==> config.mk <==
export PLATFORM = sky130hd
export DESIGN_NAME = alu_arb
export DESIGN_NICKNAME = d
export VERILOG_FILES = /design/src/rtl/alu_pkg.sv /design/src/rtl/alu_arb_rr_arb2.sv /design/src/rtl/alu_arb.sv
export SDC_FILE = /design/constraint.sdc
export NUM_CORES = 1
export LEC_CHECK = 0
export BUFFER_PORTS_ARGS = -buffer_cell sky130_fd_sc_hd__clkbuf_2
export CORE_MARGIN = 1
export CORE_UTILIZATION = 45
export CTS_BUF_LIST = sky130_fd_sc_hd__clkbuf_4
export DETAILED_ROUTE_END_ITERATION = 16
export PLACE_DENSITY_LB_ADDON = 0.3
export REMOVE_ABC_BUFFERS = 1
export SYNTH_ARGS = -nofsm -noshare
export SYNTH_HDL_FRONTEND = slang
export SYNTH_HIERARCHICAL = 1
export SYNTH_SLANG_ARGS = --single-unit
==> constraint.sdc <==
create_clock -name clk -period 2 [get_ports clk]
set_input_delay 0.3 -clock clk [delete_from_list [all_inputs] [get_ports clk]]
set_output_delay 0.3 -clock clk [all_outputs]
set_load 0.02 [all_outputs]
==> src/rtl/alu_pkg.sv <==
// Shared ALU encodings, mode constants and controller state encodings.
package alu_pkg;

    localparam int unsigned ALU_W = 4;
    localparam int unsigned OP_W  = 2;
    localparam int unsigned ST_W  = 2;

    // ALUOp encodings
    localparam logic [OP_W-1:0] OP_NEG_A = 2'b00;
    localparam logic [OP_W-1:0] OP_NEG_B = 2'b01;
    localparam logic [OP_W-1:0] OP_ADD   = 2'b10;
    localparam logic [OP_W-1:0] OP_SUB   = 2'b11;

    // ALU mode select
    localparam logic MODE_ARITH = 1'b0;
    localparam logic MODE_LOGIC = 1'b1;

    // Controller FSM states
    localparam logic [ST_W-1:0] IDLE = 2'b00;
    localparam logic [ST_W-1:0] EXEC = 2'b01;
    localparam logic [ST_W-1:0] DONE = 2'b10;

    // Collapse an ALU flag to a clean bit: only a definite 1 counts as set,
    // because the ALU leaves carry/sign undriven in logic mode.
    function automatic logic flag_clean(input logic f);
        if (f == 1'b1) begin
            return 1'b1;
        end
        return 1'b0;
    endfunction

endpackage

==> src/rtl/alu_arb_rr_arb2.sv <==
// Two-way round-robin pick; the winner hands priority to the other side.
module rr_arb2
    import alu_pkg::*;
#(
    parameter int unsigned PRIO_INIT = 0
) (
    input  logic clk,
    input  logic reset,
    input  logic req0,
    input  logic req1,
    input  logic take,
    output logic win_c,
    output logic any_c
);

    logic prio_q;

    // Winner selection: a lone requester wins, a tie goes to prio.
    always_comb begin
        any_c = req0 | req1;
        win_c = prio_q;
        if (req0 && !req1) begin
            win_c = 1'b0;
        end else if (req1 && !req0) begin
            win_c = 1'b1;
        end
    end

    // After every accepted pick the other requester holds priority.
    always_ff @(posedge clk or negedge reset) begin
        if (!reset) begin
            prio_q <= 1'(PRIO_INIT);
        end else if (take) begin
            prio_q <= ~win_c;
        end
    end

endmodule

==> src/rtl/alu_arb.sv <==
// Shares one combinational ALU between two requesters: arbitrate, drive
// registered operands, capture result one cycle later, pulse done.
module alu_arb
    import alu_pkg::*;
#(
    parameter int unsigned WIDTH     = 4,
    parameter int unsigned PRIO_INIT = 0
) (
    input  logic             clk,
    input  logic             reset,
    input  logic             req0,
    input  logic             req1,
    input  logic [WIDTH-1:0] a0,
    input  logic [WIDTH-1:0] b0,
    input  logic [WIDTH-1:0] a1,
    input  logic [WIDTH-1:0] b1,
    input  logic [1:0]       op0,
    input  logic [1:0]       op1,
    input  logic             l0,
    input  logic             l1,
    output logic             gnt0,
    output logic             gnt1,
    output logic             done0,
    output logic             done1,
    output logic [WIDTH-1:0] res,
    output logic             res_zero,
    output logic             res_carry,
    output logic             res_sign,
    output logic             busy,
    output logic [WIDTH-1:0] alu_a,
    output logic [WIDTH-1:0] alu_b,
    output logic [1:0]       alu_op,
    output logic             alu_l,
    input  logic [WIDTH-1:0] alu_r,
    input  logic             alu_zero,
    input  logic             alu_carry,
    input  logic             alu_sign
);

    logic [ST_W-1:0]  state_q;
    logic [ST_W-1:0]  state_d;
    logic             owner_q;
    logic             owner_d;
    logic             load;
    logic             capture;
    logic             win_c;
    logic             any_c;
    logic             gnt0_d;
    logic             gnt1_d;
    logic             done0_d;
    logic             done1_d;
    logic             busy_d;
    logic [WIDTH-1:0] sel_a;
    logic [WIDTH-1:0] sel_b;
    logic [1:0]       sel_op;
    logic             sel_l;

    // Round-robin pick; priority advances only when a grant is taken.
    rr_arb2 #(
        .PRIO_INIT (PRIO_INIT)
    ) u_rr (
        .clk   (clk),
        .reset (reset),
        .req0  (req0),
        .req1  (req1),
        .take  (load),
        .win_c (win_c),
        .any_c (any_c)
    );

    // Operand mux in front of the ALU input registers.
    always_comb begin
        sel_a  = win_c ? a1  : a0;
        sel_b  = win_c ? b1  : b0;
        sel_op = win_c ? op1 : op0;
        sel_l  = win_c ? l1  : l0;
    end

    // Next-state and next-output decode.
    always_comb begin
        state_d = state_q;
        load    = 1'b0;
        capture = 1'b0;
        case (state_q)
            IDLE: begin
                if (any_c) begin
                    state_d = EXEC;
                    load    = 1'b1;
                end
            end
            EXEC: begin
                state_d = DONE;
                capture = 1'b1;
            end
            DONE: begin
                state_d = IDLE;
            end
            default: begin
                state_d = IDLE;
            end
        endcase
        owner_d = load ? win_c : owner_q;
        gnt0_d  = (state_d == EXEC) && !owner_d;
        gnt1_d  = (state_d == EXEC) &&  owner_d;
        done0_d = (state_d == DONE) && !owner_d;
        done1_d = (state_d == DONE) &&  owner_d;
        busy_d  = (state_d != IDLE);
    end

    // State, owner and registered handshake outputs.
    always_ff @(posedge clk or negedge reset) begin
        if (!reset) begin
            state_q <= IDLE;
            owner_q <= 1'b0;
            gnt0    <= 1'b0;
            gnt1    <= 1'b0;
            done0   <= 1'b0;
            done1   <= 1'b0;
            busy    <= 1'b0;
        end else begin
            state_q <= state_d;
            owner_q <= owner_d;
            gnt0    <= gnt0_d;
            gnt1    <= gnt1_d;
            done0   <= done0_d;
            done1   <= done1_d;
            busy    <= busy_d;
        end
    end

    // ALU input registers: loaded at grant, otherwise hold.
    always_ff @(posedge clk or negedge reset) begin
        if (!reset) begin
            alu_a  <= '0;
            alu_b  <= '0;
            alu_op <= 2'b00;
            alu_l  <= 1'b0;
        end else if (load) begin
            alu_a  <= sel_a;
            alu_b  <= sel_b;
            alu_op <= sel_op;
            alu_l  <= sel_l;
        end
    end

    // Result capture at the end of the settle cycle, flags sanitized.
    always_ff @(posedge clk or negedge reset) begin
        if (!reset) begin
            res       <= '0;
            res_zero  <= 1'b0;
            res_carry <= 1'b0;
            res_sign  <= 1'b0;
        end else if (capture) begin
            res       <= alu_r;
            res_zero  <= flag_clean(alu_zero);
            res_carry <= flag_clean(alu_carry);
            res_sign  <= flag_clean(alu_sign);
        end
    end

endmodule

==> metrics.yaml <==
synthesis:
  synthCells: 78
  synth.top_cell.area_share_pct: 58.1
  synth_area_leaders: "dfrtp_1 58%, mux2_2 29%, nor3b_4 1.6%, nor2_1 1.3%, nand2b_1 1.1%"
  ys_seq_elements: 27
  netlist_area_um2: 1160
  avgSynthCellArea_um2: 14.9
  synth_top_cell_by_area: "dfrtp_1"
  ys_seq_area_share_pct: 58.1
  yosys_warnings: 6
  ys_types: 17
critical_path:
  cp_cell_sequence: "nor3b_4 -> mux2_2"
  cp.arrival_ns: 1.82
  critPathRequiredTime_ns: 2.23
  end_kind: "flop"
  crit_fanout: 15
  worst_path_max_delay_cell: "nor3b_4"
  crit_type: "flop to flop"
  max_stage_delay_ns: 0.62
  start_kind: "flop"
die:
  io_pins: 56
  dieArea_um2: 2790
  start_util_pct: 47.4
  rows: 18
  die_h_um: 52.9
  coreArea_um2: 2450
  die_w_um: 52.9
placed_design:
  postPlaceCellArea_um2: 1450
  place_congestion: 0.661
  numPortBuffers: 55
  placed_cells: 160
  place_hpwl_um: 1510
drt:
  drc: 0
  detail-route-antenna-nets: 0
  dr.pass1.iters: 5
  via_count: 782
  route.detailed.wl_per_inst_um: 12.3
  drtIter0Drc: 11
  post_drt_via_cell_ratio: 4.74
  wl_um: 2030
pwr:
  power_leakage_nw: 0.753
  p_total_w: 0.00233
  clockPowerShare_pct: 10.4
  power_density_nw_per_um2: 1560
  comb_power_share_pct: 48.2
  peakVddDrop_mv: 0.945
  switching_share_pct: 39.3
  power.internal_w: 0.00141
  p_sw_w: 0.000914
  seq_power_share_pct: 41.4
finish:
  instances_no_fill: 165
  layout.nets: 169
  utilization_pct: 60.8
  num_antenna_cells: 0
  drive_gt1_share_pct: 68.9
  fin_area_um2: 1490
  syn_to_final_growth_pct: 28.3
timing:
  finalSetupViolCount: 0
  worst_slew_pin_slew_ns: 0.687
  final.setup.tns_ns: 0
  fmax_mhz: 629
  finalMaxSlewViolations: 0
  fin_crit_sh_pct: 79.5
  slew_headroom_pct: 54.2
  finalHoldViolations: 0
  worst_clock_skew_ns: 0.00718
  post-route-min-period_ns: 1.59
  rsz0062_at_grt: "no"
global_route:
  gr-usage-met2_pct: 29.1
  grt_pass1_vias: 760
  use_met3_pct: 2.59
  grt_max_degree: 28
  grt.total_usage_pct: 16.2
  met1_usage_pct: 18.5
  overflow: 0
  top_usage_layer: "met2"
  antenna_found_initial: 0
  grt_pass1_wl_um: 3210
clock_tree:
  cts_tree: "built"
  clock-root-buffer: "clkbuf_4"
  clockBufferDepth: 2
  cts_htree_levels: 1
  post_cts_buffers: 0
  path_clk_slew_ns: 0.15
  clkLatencyLatePin_ns: 0.33
  numCtsBuffers: 3
  post_cts_resized: 0
  cts_sinks: 27
flow_run:
  cap_violations: 0
run_status:
  outcome: "finished clean"
worst_hold_path:
  hold_path.class: "input port to flop"
## registers in the layout, indices dropped and copies added, names as in the netlist
name         count
res_sign         1
u_rr/prio_q      1
owner_q          1
state_q          2
busy             1
alu_b            4
gnt0             1
alu_l            1
res_carry        1
res_zero         1
res              4
alu_op           2
alu_a            4
done1            1
done0            1
gnt1             1
## cells by family (layout without fill, tap and decap cells)
group / after synthesis / count (layout) / share of synthesized area (%)
AND/OR/NAND/NOR: 12 / 12 / 6.99
multiplexers: 31 / 31 / 29.9
buffers and inverters: 6 / 63 / 3.01
AO/OA/AOI/OAI: 1 / 1 / 1.08
flip-flops: 27 / 27 / 58.1
adder cells (fa/ha/maj): 1 / 1 / 0.968
## cell type report
| cell class | instances | area [µm²] |
|---|---|---|
| fillers | 212 | 962 |
| flip-flops and latches | 27 | 676 |
| multi-input cells | 45 | 453 |
| repair buffers | 56 | 285 |
| well taps | 30 | 37.5 |
| clock buffers | 3 | 22.5 |
| inverters | 3 | 11.3 |
| clock inverters | 1 | 7.51 |
## power groups by stage
stage	Clock [W]	Combinational, W	Sequential [W]
2_1_floorplan	0	0.000500	0.00125
3_3_place_gp	0	0.00111	0.000963
3_5_place_dp	0	0.00114	0.000977
4_1_cts	0.000254	0.00114	0.000965
5_1_grt	0.000266	0.00122	0.00100
6_report	0.000242	0.00112	0.000962
## synth_stat cells, drive strengths merged
cell type,n
inv,3
nor2,4
and2,1
dfrtp,27
nand2b,2
o211ai,1
mux2i,1
nand3b,1
or2,1
mux2,30
and2b,1
maj3,1
nor3b,2
buf,3
## layer usage
| layer | share of wire (%) | vias up | wire length (µm) |
|---|---|---|---|
| met4 | 2.0 | 0 | 41 |
| li1 | - | 383 | - |
| met2 | 54 | 18 | 1090 |
| met5 | 0 | - | 0 |
| met3 | 3.7 | 4 | 76 |
| met1 | 40 | 377 | 821 |
## final timing paths
kind                            start       end  slack [ns]  depth (start not counted)
min in group asynchronous       reset  res_zero        0.49                          2
setup reg to reg           state_q[0]  alu_b[0]        0.41                          2
max in group asynchronous       reset  alu_b[2]        1.09                          2
hold / removal               alu_r[2]    res[2]        0.18                          2
setup / recovery           state_q[0]  alu_b[0]        0.41                          2
hold reg to reg               owner_q     done0        0.46                          1
## cell usage in the layout (no fill, tap or decap), drive strengths merged
master / netlist / routed
clkbuf: 0 / 58
mux2: 30 / 30
dfrtp: 27 / 27
nor2: 4 / 4
inv: 3 / 3
nand2b: 2 / 2
nor3b: 2 / 2
and2b: 1 / 1
and2: 1 / 1
clkinvlp: 0 / 1
dlygate4sd3: 0 / 1
or2: 1 / 1
maj3: 1 / 1
mux2i: 1 / 1
nand3b: 1 / 1
o211ai: 1 / 1
## worst max-delay path: cells and delay by family (launching register included)
family	cells	cell delay, ns
simple gates	1	0.62
flops	1	0.46
mux	1	0.41
## repair_timing
item / 4_1_cts / 5_1_grt
setup endpoints to repair: 0 / 0
hold buffers: 1 / 0
hold endpoints to repair: 27 / 0
## per-stage QoR
stage / setup WS (ns) / hold slack, ns
2_1_floorplan: 0.528 / 0.00441
6_report: 0.410 / 0.183
3_5_place_dp: 0.293 / 0.365
4_1_cts: 0.395 / 0.180
3_3_place_gp: 0.347 / 0.346
5_1_grt: 0.305 / 0.178
Note: power is estimated with default switching activity, not from simulation.
